**src/rtl/uart_tx_param_if.sv**
```systemverilog
// Host-side word handshake for uart_tx_param: the host drives valid/data,
// the transmitter answers with ready.
interface uart_tx_param_if #(
    parameter int DATA_BITS = 8
);
    logic                 tx_valid;
    logic [DATA_BITS-1:0] tx_data;
    logic                 tx_ready;

    modport master (output tx_valid, output tx_data, input tx_ready);
    modport slave  (input tx_valid, input tx_data, output tx_ready);
endinterface

```
**src/rtl/uart_tx_param.sv**
```systemverilog
// Parametrised UART transmitter: start bit, DATA_BITS LSB first, optional parity,
// STOP_BITS stop bits, each bit CLKS_PER_BIT clocks. UART_TX_BREAK_EN adds a line-break input.
module uart_tx_param #(
    parameter int DATA_BITS    = 8,
    parameter int CLKS_PER_BIT = 16,
    parameter int PARITY_MODE  = 0,
    parameter int STOP_BITS    = 1
) (
    input  logic           clk,
    input  logic           rst_n,
    input  logic           ena,
`ifdef UART_TX_BREAK_EN
    input  logic           tx_break,
`endif
    uart_tx_param_if.slave tx_if,
    output logic           tx_out,
    output logic           busy
);

    localparam int BAUD_W = $clog2(CLKS_PER_BIT);
    localparam int BIT_W  = $clog2(DATA_BITS + 1);
    localparam logic [BAUD_W-1:0] BAUD_LAST  = BAUD_W'(CLKS_PER_BIT - 1);
    localparam logic [BIT_W-1:0]  DATA_LAST  = BIT_W'(DATA_BITS - 1);
    localparam logic [BIT_W-1:0]  STOP_LAST  = BIT_W'(STOP_BITS - 1);
    localparam logic              PARITY_ODD = (PARITY_MODE == 2);

    generate
        if (DATA_BITS < 5 || DATA_BITS > 9 || CLKS_PER_BIT < 2 ||
            PARITY_MODE < 0 || PARITY_MODE > 2 ||
            (STOP_BITS != 1 && STOP_BITS != 2)) begin : g_param_check
            $error("uart_tx_param: illegal parameter value");
        end
    endgenerate

    typedef enum logic [2:0] {
        IDLE,
        START,
        DATA,
        PARITY,
        STOP
`ifdef UART_TX_BREAK_EN
        ,
        BREAK,
        MARK
`endif
    } state_t;

    state_t               state;
    logic [BAUD_W-1:0]    baud_cnt;
    logic [BIT_W-1:0]     bit_cnt;
    logic [DATA_BITS-1:0] shift_reg;
    logic                 par_bit;
    logic                 baud_wrap;

    assign baud_wrap      = (baud_cnt == BAUD_LAST);
    assign tx_if.tx_ready = ena && (state == IDLE);

    // Each state holds tx_out for one bit period; the next bit value is loaded on the wrap edge.
    always_ff @(posedge clk or negedge rst_n) begin
        if (!rst_n) begin
            state     <= IDLE;
            tx_out    <= 1'b1;
            busy      <= 1'b0;
            baud_cnt  <= '0;
            bit_cnt   <= '0;
            shift_reg <= '0;
            par_bit   <= 1'b0;
        end else if (!ena) begin
            state    <= IDLE;
            tx_out   <= 1'b1;
            busy     <= 1'b0;
            baud_cnt <= '0;
            bit_cnt  <= '0;
        end else begin
            case (state)
                IDLE: begin
                    baud_cnt <= '0;
                    bit_cnt  <= '0;
                    if (tx_if.tx_valid) begin
                        shift_reg <= tx_if.tx_data;
                        par_bit   <= (^tx_if.tx_data) ^ PARITY_ODD;
                        state     <= START;
                        tx_out    <= 1'b0;
                        busy      <= 1'b1;
                    end
`ifdef UART_TX_BREAK_EN
                    else if (tx_break) begin
                        state  <= BREAK;
                        tx_out <= 1'b0;
                        busy   <= 1'b1;
                    end
`endif
                end
                START: begin
                    if (baud_wrap) begin
                        baud_cnt  <= '0;
                        bit_cnt   <= '0;
                        tx_out    <= shift_reg[0];
                        shift_reg <= shift_reg >> 1;
                        state     <= DATA;
                    end else begin
                        baud_cnt <= baud_cnt + 1'b1;
                    end
                end
                DATA: begin
                    if (baud_wrap) begin
                        baud_cnt <= '0;
                        if (bit_cnt == DATA_LAST) begin
                            bit_cnt <= '0;
                            if (PARITY_MODE != 0) begin
                                state  <= PARITY;
                                tx_out <= par_bit;
                            end else begin
                                state  <= STOP;
                                tx_out <= 1'b1;
                            end
                        end else begin
                            bit_cnt   <= bit_cnt + 1'b1;
                            tx_out    <= shift_reg[0];
                            shift_reg <= shift_reg >> 1;
                        end
                    end else begin
                        baud_cnt <= baud_cnt + 1'b1;
                    end
                end
                PARITY: begin
                    if (baud_wrap) begin
                        baud_cnt <= '0;
                        bit_cnt  <= '0;
                        tx_out   <= 1'b1;
                        state    <= STOP;
                    end else begin
                        baud_cnt <= baud_cnt + 1'b1;
                    end
                end
                STOP: begin
                    tx_out <= 1'b1;
                    if (baud_wrap) begin
                        baud_cnt <= '0;
                        if (bit_cnt == STOP_LAST) begin
                            bit_cnt <= '0;
                            busy    <= 1'b0;
                            state   <= IDLE;
                        end else begin
                            bit_cnt <= bit_cnt + 1'b1;
                        end
                    end else begin
                        baud_cnt <= baud_cnt + 1'b1;
                    end
                end
`ifdef UART_TX_BREAK_EN
                BREAK: begin
                    baud_cnt <= '0;
                    if (!tx_break) begin
                        state  <= MARK;
                        tx_out <= 1'b1;
                    end else begin
                        tx_out <= 1'b0;
                    end
                end
                MARK: begin
                    tx_out <= 1'b1;
                    if (baud_wrap) begin
                        baud_cnt <= '0;
                        busy     <= 1'b0;
                        state    <= IDLE;
                    end else begin
                        baud_cnt <= baud_cnt + 1'b1;
                    end
                end
`endif
                default: begin
                    state    <= IDLE;
                    tx_out   <= 1'b1;
                    busy     <= 1'b0;
                    baud_cnt <= '0;
                    bit_cnt  <= '0;
                end
            endcase
        end
    end

endmodule

```
**src/flat_wrapper.sv**
```systemverilog
// flat-port wrapper written by rule: the top's interface ports become plain ports
module uart_tx_param_flat 
#(
    parameter int DATA_BITS    = 8,
    parameter int CLKS_PER_BIT = 16,
    parameter int PARITY_MODE  = 0,
    parameter int STOP_BITS    = 1
)
  (clk, rst_n, ena, tx_out, busy, tx_if_tx_valid, tx_if_tx_data, tx_if_tx_ready);
  uart_tx_param_if #(.DATA_BITS(DATA_BITS)) tx_if_i ();
  input  logic clk;
  input  logic rst_n;
  input  logic ena;
  output logic tx_out;
  output logic busy;
  input wire logic [$bits(tx_if_i.tx_valid)-1:0] tx_if_tx_valid;
  input wire logic [$bits(tx_if_i.tx_data)-1:0] tx_if_tx_data;
  output wire logic [$bits(tx_if_i.tx_ready)-1:0] tx_if_tx_ready;
  assign tx_if_i.tx_valid = tx_if_tx_valid;
  assign tx_if_i.tx_data = tx_if_tx_data;
  assign tx_if_tx_ready = tx_if_i.tx_ready;
  uart_tx_param #(.DATA_BITS(DATA_BITS), .CLKS_PER_BIT(CLKS_PER_BIT), .PARITY_MODE(PARITY_MODE), .STOP_BITS(STOP_BITS)) u_core (.clk(clk), .rst_n(rst_n), .ena(ena), .tx_if(tx_if_i), .tx_out(tx_out), .busy(busy));
endmodule
```
**config.mk**
```make
export PLATFORM = sky130hd
export DESIGN_NAME = uart_tx_param_flat
export DESIGN_NICKNAME = d
export VERILOG_FILES = /design/src/rtl/uart_tx_param_if.sv /design/src/rtl/uart_tx_param.sv /design/src/flat_wrapper.sv
export SDC_FILE = /design/constraint.sdc
export NUM_CORES = 1
export LEC_CHECK = 0
export ABC_CLOCK_PERIOD_IN_PS = 2800
export CORE_ASPECT_RATIO = 0.75
export CORE_UTILIZATION = 55
export CTS_CLUSTER_SIZE = 25
export DETAILED_ROUTE_END_ITERATION = 6
export DONT_BUFFER_PORTS = 1
export HOLD_SLACK_MARGIN = 0.05
export PLACE_DENSITY = 0.8
export SLEW_MARGIN = 20
export SYNTH_ARGS = -nofsm -noshare
export SYNTH_HDL_FRONTEND = slang
export SYNTH_SLANG_ARGS = --single-unit
```
**constraint.sdc**
```tcl
create_clock -name clk -period 2.8 [get_ports clk]
set_input_delay 0.56 -clock clk [delete_from_list [all_inputs] [get_ports clk]]
set_output_delay 0.56 -clock clk [all_outputs]
set_load 0.005 [all_outputs]
```
# Word level (Yosys, flattened, before mapping)

Cells that the tools add are included.

Memory bits (writable): 0
Word-level logic and storage cells: 75
Output and inout port bits: 3
Register bits after elaboration: 21
Bits in read-only memories: 0
Bits in latches: 0
Memories: 0

Mux-type cells: 36
Shift-type cells: 0
Magnitude comparators: 0
Eq/ne operators: 19
Add/subtract/negate cells: 2
Reduce and logical (&&, ||, !) cells: 12
Divide/modulo/power cells: 0
Multiply operators: 0
Bitwise logic cells: 0

Operators with widths:

| operator                                                                 | number |
|---|---|
| 4-bit 2-to-1 mux                                                         | 9 |
| 8-bit 2-to-1 mux                                                         | 4 |
| 3-bit 2-to-1 mux                                                         | 8 |
| 8-bit one-hot mux with 3 select lines                                    | 1 |
| 3-bit by 2-bit inequality test with 1-bit output (second input constant) | 7 |
| 3-bit one-hot mux with 5 select lines                                    | 1 |
| 4-bit one-hot mux with 3 select lines                                    | 1 |
| 1-bit 2-to-1 mux                                                         | 10 |
| 4-bit by 1-bit adder with 4-bit output (second input constant)           | 2 |
| 4-bit AND reduction                                                      | 2 |
| 7-bit AND reduction                                                      | 1 |
| 3-bit by 2-bit == test with 1-bit output (second input constant)         | 2 |
| 2-bit inequality test (second input constant)                            | 3 |
| 6-bit AND reduction                                                      | 1 |
| 4-bit by 3-bit == test with 1-bit output (second input constant)         | 1 |
| 4-bit == test (second input constant)                                    | 1 |
| 4-bit zero test                                                          | 1 |
| 2-bit by 1-bit inequality test with 1-bit output (second input constant) | 2 |
| 1-bit one-hot mux with 4 select lines                                    | 1 |
| 4-bit OR reduction                                                       | 1 |
| 3-bit by 1-bit == test with 1-bit output (second input constant)         | 1 |
| 3-bit == test (second input constant)                                    | 1 |
| 3-bit zero test                                                          | 1 |
| 3-bit inequality test (second input constant)                            | 1 |
| 6 further kinds                                                          | 6 |

# Depth between registers and ports, before layout

Gate-level depths: netlist of the first run.

Depth after elaboration: 5
Mapped depth: 6
Depth with buffers taken out: 6

# Worst setup path before layout of the first run

No wires, ideal clock.

Kind: reg2reg
From: register u_core.baud_cnt[0]
To: register u_core.shift_reg[0]
Stages on the path, launching flop included: 7
Setup slack: 1051 ps
Arrival: 1625 ps
Clock period less this slack: 1749 ps
Library setup time: 125 ps
Path buffers: 1
Path through: dfrtp_1 > ha_1 > and3_1 > buf_2 > mux2i_2 > o32ai_4 > mux2_2

Longest elaborated chain between the ends: 3
Elaborated cells between the ends (all ways): 4

Ends and longest elaborated chain:

| what                                                              | RTL line             | RTL |
|---|---|---|
| from (decl)                                                       | uart_tx_param.sv:49  | `logic [BAUD_W-1:0] baud_cnt;` |
| from (signal assigned)                                            | uart_tx_param.sv:102 | `baud_cnt <= baud_cnt + 1'b1;` |
| from (signal assigned)                                            | uart_tx_param.sv:123 | `baud_cnt <= baud_cnt + 1'b1;` |
| from (signal assigned)                                            | uart_tx_param.sv:133 | `baud_cnt <= baud_cnt + 1'b1;` |
| 4-bit == test *                                                   | uart_tx_param.sv:55  | `assign baud_wrap = (baud_cnt == BAUD_LAST);` |
| 2-bit by 1-bit inequality test with 1-bit output (no source line) | -                    |  |
| 6-bit AND reduction (no source line) *                            | -                    |  |
| to (signal assigned)                                              | uart_tx_param.sv:80  | `shift_reg <= tx_if.tx_data;` |
| to (signal assigned)                                              | uart_tx_param.sv:99  | `shift_reg <= shift_reg >> 1;` |
| to (signal assigned)                                              | uart_tx_param.sv:120 | `shift_reg <= shift_reg >> 1;` |
| to (decl)                                                         | uart_tx_param.sv:51  | `logic [DATA_BITS-1:0] shift_reg;` |

Every way passes the cells marked *; elsewhere a longest branch is shown, timed or not.
A chain may end at the register's enable or synchronous reset.

# Worst setup path after layout of the first run

From: register u_core.baud_cnt[0]
To: register u_core.shift_reg[4]

Same word-level chain as after synthesis.

==> impl_metrics.ini, run 1 <==
[status]
status = finished clean

[clock_network]
numCtsBuffers = 3
clk_path_buf_depth = 2
cts_root_buffer = clkbuf_4
clkTransAtPathRegs_ns = 0.12
cts_tree = done
h-tree-depth = 1
clk_latency_ns = 0.30
clock_sinks = 21

[sta]
clock_skew_ns = 0.0136
tightest_slew_ns = 0.885
hold_viol = 0
finalSetupViolations = 0
relSlewSlack_pct = 40.8
finalSetupTns_ns = 0
finalCritPeriodShare_pct = 71.6
slew_violations = 0
period_minus_slack_ns = 2.01
fmaxAchievable_ghz = 0.499
rsz0062_at_grt = false

[global_route]
antenna_found_initial = 0
grt.total_usage_pct = 20.3
grt_max_degree = 21
grt-ovfl-total = 0
grt_pass1_vias = 792
grt_first_pass_wirelength_mm = 3.66

[job]
maxCapViolCount = 0

[power_and_ir_drop]
power_frac_seq_pct = 60.9
p_leak_nw = 0.559
p_int_w = 0.000449
p_comb_share_pct = 15.1
switching_share_pct = 25.0
p_per_area_mw_per_mm2 = 468
clock_power_share_pct = 24.0
ir_drop_uv = 281
p_switching_w = 0.000150

[yosys]
async_reset_ff_share_pct = 100
synth_cell_types = 46
synth_top_family_by_area = simple AND/OR/NAND/NOR gates
synthSimpleGateAreaFrac_pct = 18.7
synthCells = 111
avgSynthCellArea_sq_um = 11.2
synth_area_sq_mm = 0.00124
synthesis.nets = 126
synth_edf_count = 0
synth-compound-area-share_pct = 14.3
yosysWarningCount = 0
ys.flop_type = dfrtp_1
synthMuxAreaShare_pct = 14.7
yosys.area_share.adder_pct = 3.03
synth-seq-area-share_pct = 42.5
ys_ff_latch = 21
synth_xor_area_share_pct = 2.83

[detailed_routing]
vias = 850
drtIter0Drc = 32
totalWireLength_mm = 2.29
drtAntennaViolNets = 0
post_drt_wl_per_cell_um = 16.9
firstDrtPassIters = 4
drc = 0
drt-vias-per-instance = 6.30

[critical_path]
end_kind = flip-flop
crit_chain = ha_1 -> and3_1 -> mux2i_2 -> o32ai_4 -> mux2_2
slowest_stage = o32ai_4
cp_max_fo = 8
r2r-end = u_core.shift_reg[4]$_DFFE_PN0P_
start_kind = flip-flop
rrSetupSlack_ns = 0.79
rr_worst_depth = 5
worstReg2RegStart = u_core.baud_cnt[0]$_DFF_PN0_
cpPeakStageDelay_ns = 0.44
crit_type = flip-flop to flip-flop
critPathArrivalTime_ns = 2.19
worstPathRequired_ns = 2.98

[layout]
fin_cells = 135
multi_input_area_sq_um = 664
final_cell_mix = dfrtp_1 (20), mux2_2 (15), nor2_1 (5), nor2b_1 (5), a21oi_1 (5)
insertedDiodeCount = 0
layout.nets = 127
nFillCells = 179
drive_gt1_share_pct = 23.4
seq_area_sq_um = 527
largest_register_ffs = 8
areaGrowthSynthToFinish_pct = 3.13
final_common_cell = dfrtp_1
fin_util_pct = 61.9

[min_path]
min_path_cells = 1
hold_start = ena
worstHoldPathType = input port to flip-flop
worstHoldEndpoint = u_core.busy$_DFFE_PN0P_

[die]
dieArea_sq_mm = 0.00245
die_width_um = 56.8
fp.dieH_um = 43.1
row_count = 14
core_sq_mm = 0.00207
initial_core_util_pct = 60.0
io_pins = 15

[place]
globalplace.congestion = 0.729
portBuffers = 0
dp_hpwl_mm = 1.70
dp.cells = 129
==> critical path, delay by kind of cell (launching register included) <==
family	cells	cell delay, ns
compound gates	1	0.44
fa+ha+maj	1	0.21
flops	1	0.39
mux	2	0.54
simple gates	1	0.32
==> worst max path at each step <==
stage,start,to,slack [ns],cells past startpoint
2_1_floorplan,u_core.baud_cnt[0]$_DFF_PN0_,u_core.shift_reg[0]$_DFFE_PN0P_,1.05,6
3_3_place_gp,u_core.baud_cnt[0]$_DFF_PN0_,u_core.shift_reg[3]$_DFFE_PN0P_,0.89,5
3_5_place_dp,u_core.baud_cnt[0]$_DFF_PN0_,u_core.shift_reg[4]$_DFFE_PN0P_,0.83,5
4_1_cts,u_core.baud_cnt[0]$_DFF_PN0_,u_core.shift_reg[4]$_DFFE_PN0P_,0.80,5
5_1_grt,u_core.baud_cnt[0]$_DFF_PN0_,u_core.shift_reg[4]$_DFFE_PN0P_,0.70,5
6_report,u_core.baud_cnt[0]$_DFF_PN0_,u_core.shift_reg[4]$_DFFE_PN0P_,0.79,5
==> logic make-up after synthesis <==
group,Yosys count
fa+ha+maj,3
simple gates,36
mux,16
xor+xnor,4
flops,21
compound gates,22
buf+inv,9
==> timing repair <==
action                     CTS  global route
setup endpoints to repair    0             0
buffers inserted             0             0
hold endpoints to repair    20             1
resized for setup            0             0
hold buffers                 1             1
==> layout make-up <==
type	count	area share, %
sequential	21	41.2
tap	24	2.35
clock buffer	4	2.05
timing repair buffer	2	1.57
multi-input combinational	81	52.0
inverter	3	0.881
==> through the flow <==
stage	setup WS (ns)	power (W)	area [sq um]	hold WS, ns
floorplan	1.05	0.000436	1240	0.264
global placement	0.890	0.000448	1230	0.265
detailed placement	0.830	0.000452	1230	0.265
CTS	0.799	0.000603	1270	0.0695
global route	0.697	0.000629	1280	0.358
finish	0.795	0.000598	1280	0.382
==> Yosys cell counts, types with 3 or more instances <==
| library cell | instances | area [sq um] |
|---|---|---|
| a21oi_1 | 5 | 25.0 |
| and3_1 | 3 | 18.8 |
| buf_2 | 3 | 15.0 |
| dfrtp_1 | 20 | 500 |
| ha_1 | 3 | 37.5 |
| inv_1 | 3 | 11.3 |
| mux2_2 | 15 | 169 |
| nand2b_1 | 3 | 18.8 |
| nand3_1 | 4 | 20.0 |
| nor2_1 | 5 | 18.8 |
| nor2b_1 | 5 | 31.3 |
| xor2_1 | 3 | 26.3 |
==> power groups by stage <==
stage | sequential, W | clock (W) | combinational, W
after floorplan | 0.000357 | 0 | 0.0000795
after global placement | 0.000368 | 0 | 0.0000795
after detailed placement | 0.000370 | 0 | 0.0000824
after CTS | 0.000364 | 0.000149 | 0.0000900
after global routing | 0.000368 | 0.000164 | 0.0000983
final | 0.000364 | 0.000144 | 0.0000904
==> metal layers <==
| layer | GRT usage (%) | vias to the layer above | share of wire, % |
|---|---|---|---|
| met2 | 31.9 | 17 | 47 |
| met5 | 0 | - | 0 |
| met1 | 27.2 | 421 | 48 |
| met4 | 5.85 | 0 | 0.57 |
| li1 | - | 410 | - |
| met3 | 6.10 | 2 | 3.8 |
Power figures use the tool's default switching activity.
==> run 2: changes to the inputs <==
- ABC_CLOCK_PERIOD_IN_PS: 2800 -> 1950
- clock period: 2.8 -> 1.95 ns (I/O delays scaled with it)
==> impl_metrics.ini, run 2 (synthesis gave the netlist of run 1 again) <==
[layout]
areaGrowthSynthToFinish_pct = 5.75
fin_util_pct = 63.4
largest_register_ffs = 8
insertedDiodeCount = 0
layout.nets = 130
drive_gt1_share_pct = 26.3
final_common_cell = dfrtp_1
final_cell_mix = dfrtp_1 (20), mux2_2 (15), nor2_1 (5), nor2b_1 (5), a21oi_1 (5)
nFillCells = 167
fin_cells = 138

[detailed_routing]
firstDrtPassIters = 5
drt-vias-per-instance = 6.37
drtIter0Drc = 23
totalWireLength_mm = 2.34
drc = 0
drtAntennaViolNets = 0
post_drt_wl_per_cell_um = 17.0
vias = 879

[clock_network]
clock_sinks = 21
cts_root_buffer = clkbuf_4
numCtsBuffers = 3
cts_tree = done
cts_resized = 0
clk_latency_ns = 0.31
h-tree-depth = 1
clkTransAtPathRegs_ns = 0.12
clk_path_buf_depth = 2

[critical_path]
critPathArrivalTime_ns = 2.05
cp_max_fo = 8
crit_chain = ha_1 -> and3_1 -> mux2i_2 -> o32ai_4 -> buf_12 -> mux2_2
worstPathRequired_ns = 2.15
cp_top_family = multiplexers
end_kind = flip-flop
crit_type = flip-flop to flip-flop
worstReg2RegStart = u_core.baud_cnt[0]$_DFF_PN0_
start_kind = flip-flop
critPathBufInv = 1
rr_worst_depth = 6
cpPeakStageDelay_ns = 0.38
rrSetupSlack_ns = 0.09
slowest_stage = dfrtp_1
r2r-end = u_core.shift_reg[5]$_DFFE_PN0P_

[power_and_ir_drop]
ir_drop_uv = 403
p_leak_nw = 0.580
p_per_area_mw_per_mm2 = 666

[sta]
fmaxAchievable_ghz = 0.539
hold_viol = 0
finalSetupTns_ns = 0
finalCritPeriodShare_pct = 95.1
relSlewSlack_pct = 41.0
slew_violations = 0
clock_skew_ns = 0.00997
finalSetupViolations = 0
rsz0062_at_grt = false
tightest_slew_ns = 0.882
period_minus_slack_ns = 1.86

[global_route]
met1_usage_pct = 31.6
grt.total_usage_pct = 21.7
antenna_found_initial = 0
busiest_layer = met1
grt_use_met2_pct = 29.5
grt_max_degree = 22
grt-ovfl-total = 0
grt_first_pass_wirelength_mm = 3.91
use_met3_pct = 7.32
grt_pass1_vias = 808

[place]
dp_hpwl_mm = 1.68
portBuffers = 0
dp.cells = 132
globalplace.congestion = 0.786

[die]
fp.dieH_um = 43.1
die_width_um = 56.8
io_pins = 15
initial_core_util_pct = 60.0
row_count = 14
dieArea_sq_mm = 0.00245
core_sq_mm = 0.00207

[min_path]
min_path_cells = 1
hold_start = ena
worstHoldPathType = input port to flip-flop
worstHoldEndpoint = u_core.busy$_DFFE_PN0P_

[status]
status = finished clean

[job]
maxCapViolCount = 0
[run 2: cell count changes in the layout (fill, tap and decap cells not counted)]
cell and delta:
buf_12 +1, buf_4 +3, dlygate4sd3_1 -1
[run 2: what timing repair did]
item / CTS / global route
endpoints found under the setup margin: 0 / 5
endpoints found under the hold margin: 21 / 0
setup buffers: 0 / 1
hold buffers: 1 / 0
[run 2: power breakdown]
| part | switching [W] | total (W) | internal [W] | leakage, nW |
|---|---|---|---|---|
| Combinational | 0.0000549 | 0.000139 | 0.0000843 | 0.294 |
| Clock | 0.000133 | 0.000213 | 0.0000799 | 0.0150 |
| Sequential | 0.0000347 | 0.000521 | 0.000486 | 0.271 |
[run 2: final cells by class]
class                      instances  area [sq um]  share of cell area [%]
inverter                           3          11.3                   0.859
clock buffer                       4          26.3                    2.00
tap                               24          30.0                    2.29
timing repair buffer               5          52.6                    4.01
multi-input combinational         81           664                    50.7
sequential                        21           527                    40.2
[run 2: through the flow]
stage          total power, W  setup slack, ns  hold WS, ns  area, sq um
2_1_floorplan        0.000627            0.201       0.0944         1240
3_3_place_gp         0.000643            0.174       0.0948         1250
3_5_place_dp         0.000650            0.113       0.0948         1250
4_1_cts              0.000872           0.0762        0.200         1290
5_1_grt              0.000916          0.00520        0.200         1310
6_report             0.000873           0.0946        0.201         1310
[run 2: routing by layer]
layer	vias up	part of all wire, %
met2	26	42
li1	418	-
met1	427	50
met5	-	0
met3	8	5.6
met4	0	2.2
[run 2: worst max-delay path by stage]
stage | startpoint | to | slack, ns | depth (start not counted)
5_1_grt | u_core.state[0]$_DFFE_PN0P_ | u_core.shift_reg[4]$_DFFE_PN0P_ | 0.005 | 4
4_1_cts | u_core.baud_cnt[0]$_DFF_PN0_ | u_core.shift_reg[7]$_DFFE_PN0P_ | 0.08 | 5
6_report | u_core.baud_cnt[0]$_DFF_PN0_ | u_core.shift_reg[5]$_DFFE_PN0P_ | 0.09 | 6
2_1_floorplan | u_core.baud_cnt[0]$_DFF_PN0_ | u_core.shift_reg[0]$_DFFE_PN0P_ | 0.20 | 6
3_3_place_gp | u_core.state[0]$_DFFE_PN0P_ | u_core.shift_reg[4]$_DFFE_PN0P_ | 0.17 | 4
3_5_place_dp | u_core.baud_cnt[0]$_DFF_PN0_ | u_core.shift_reg[7]$_DFFE_PN0P_ | 0.11 | 5
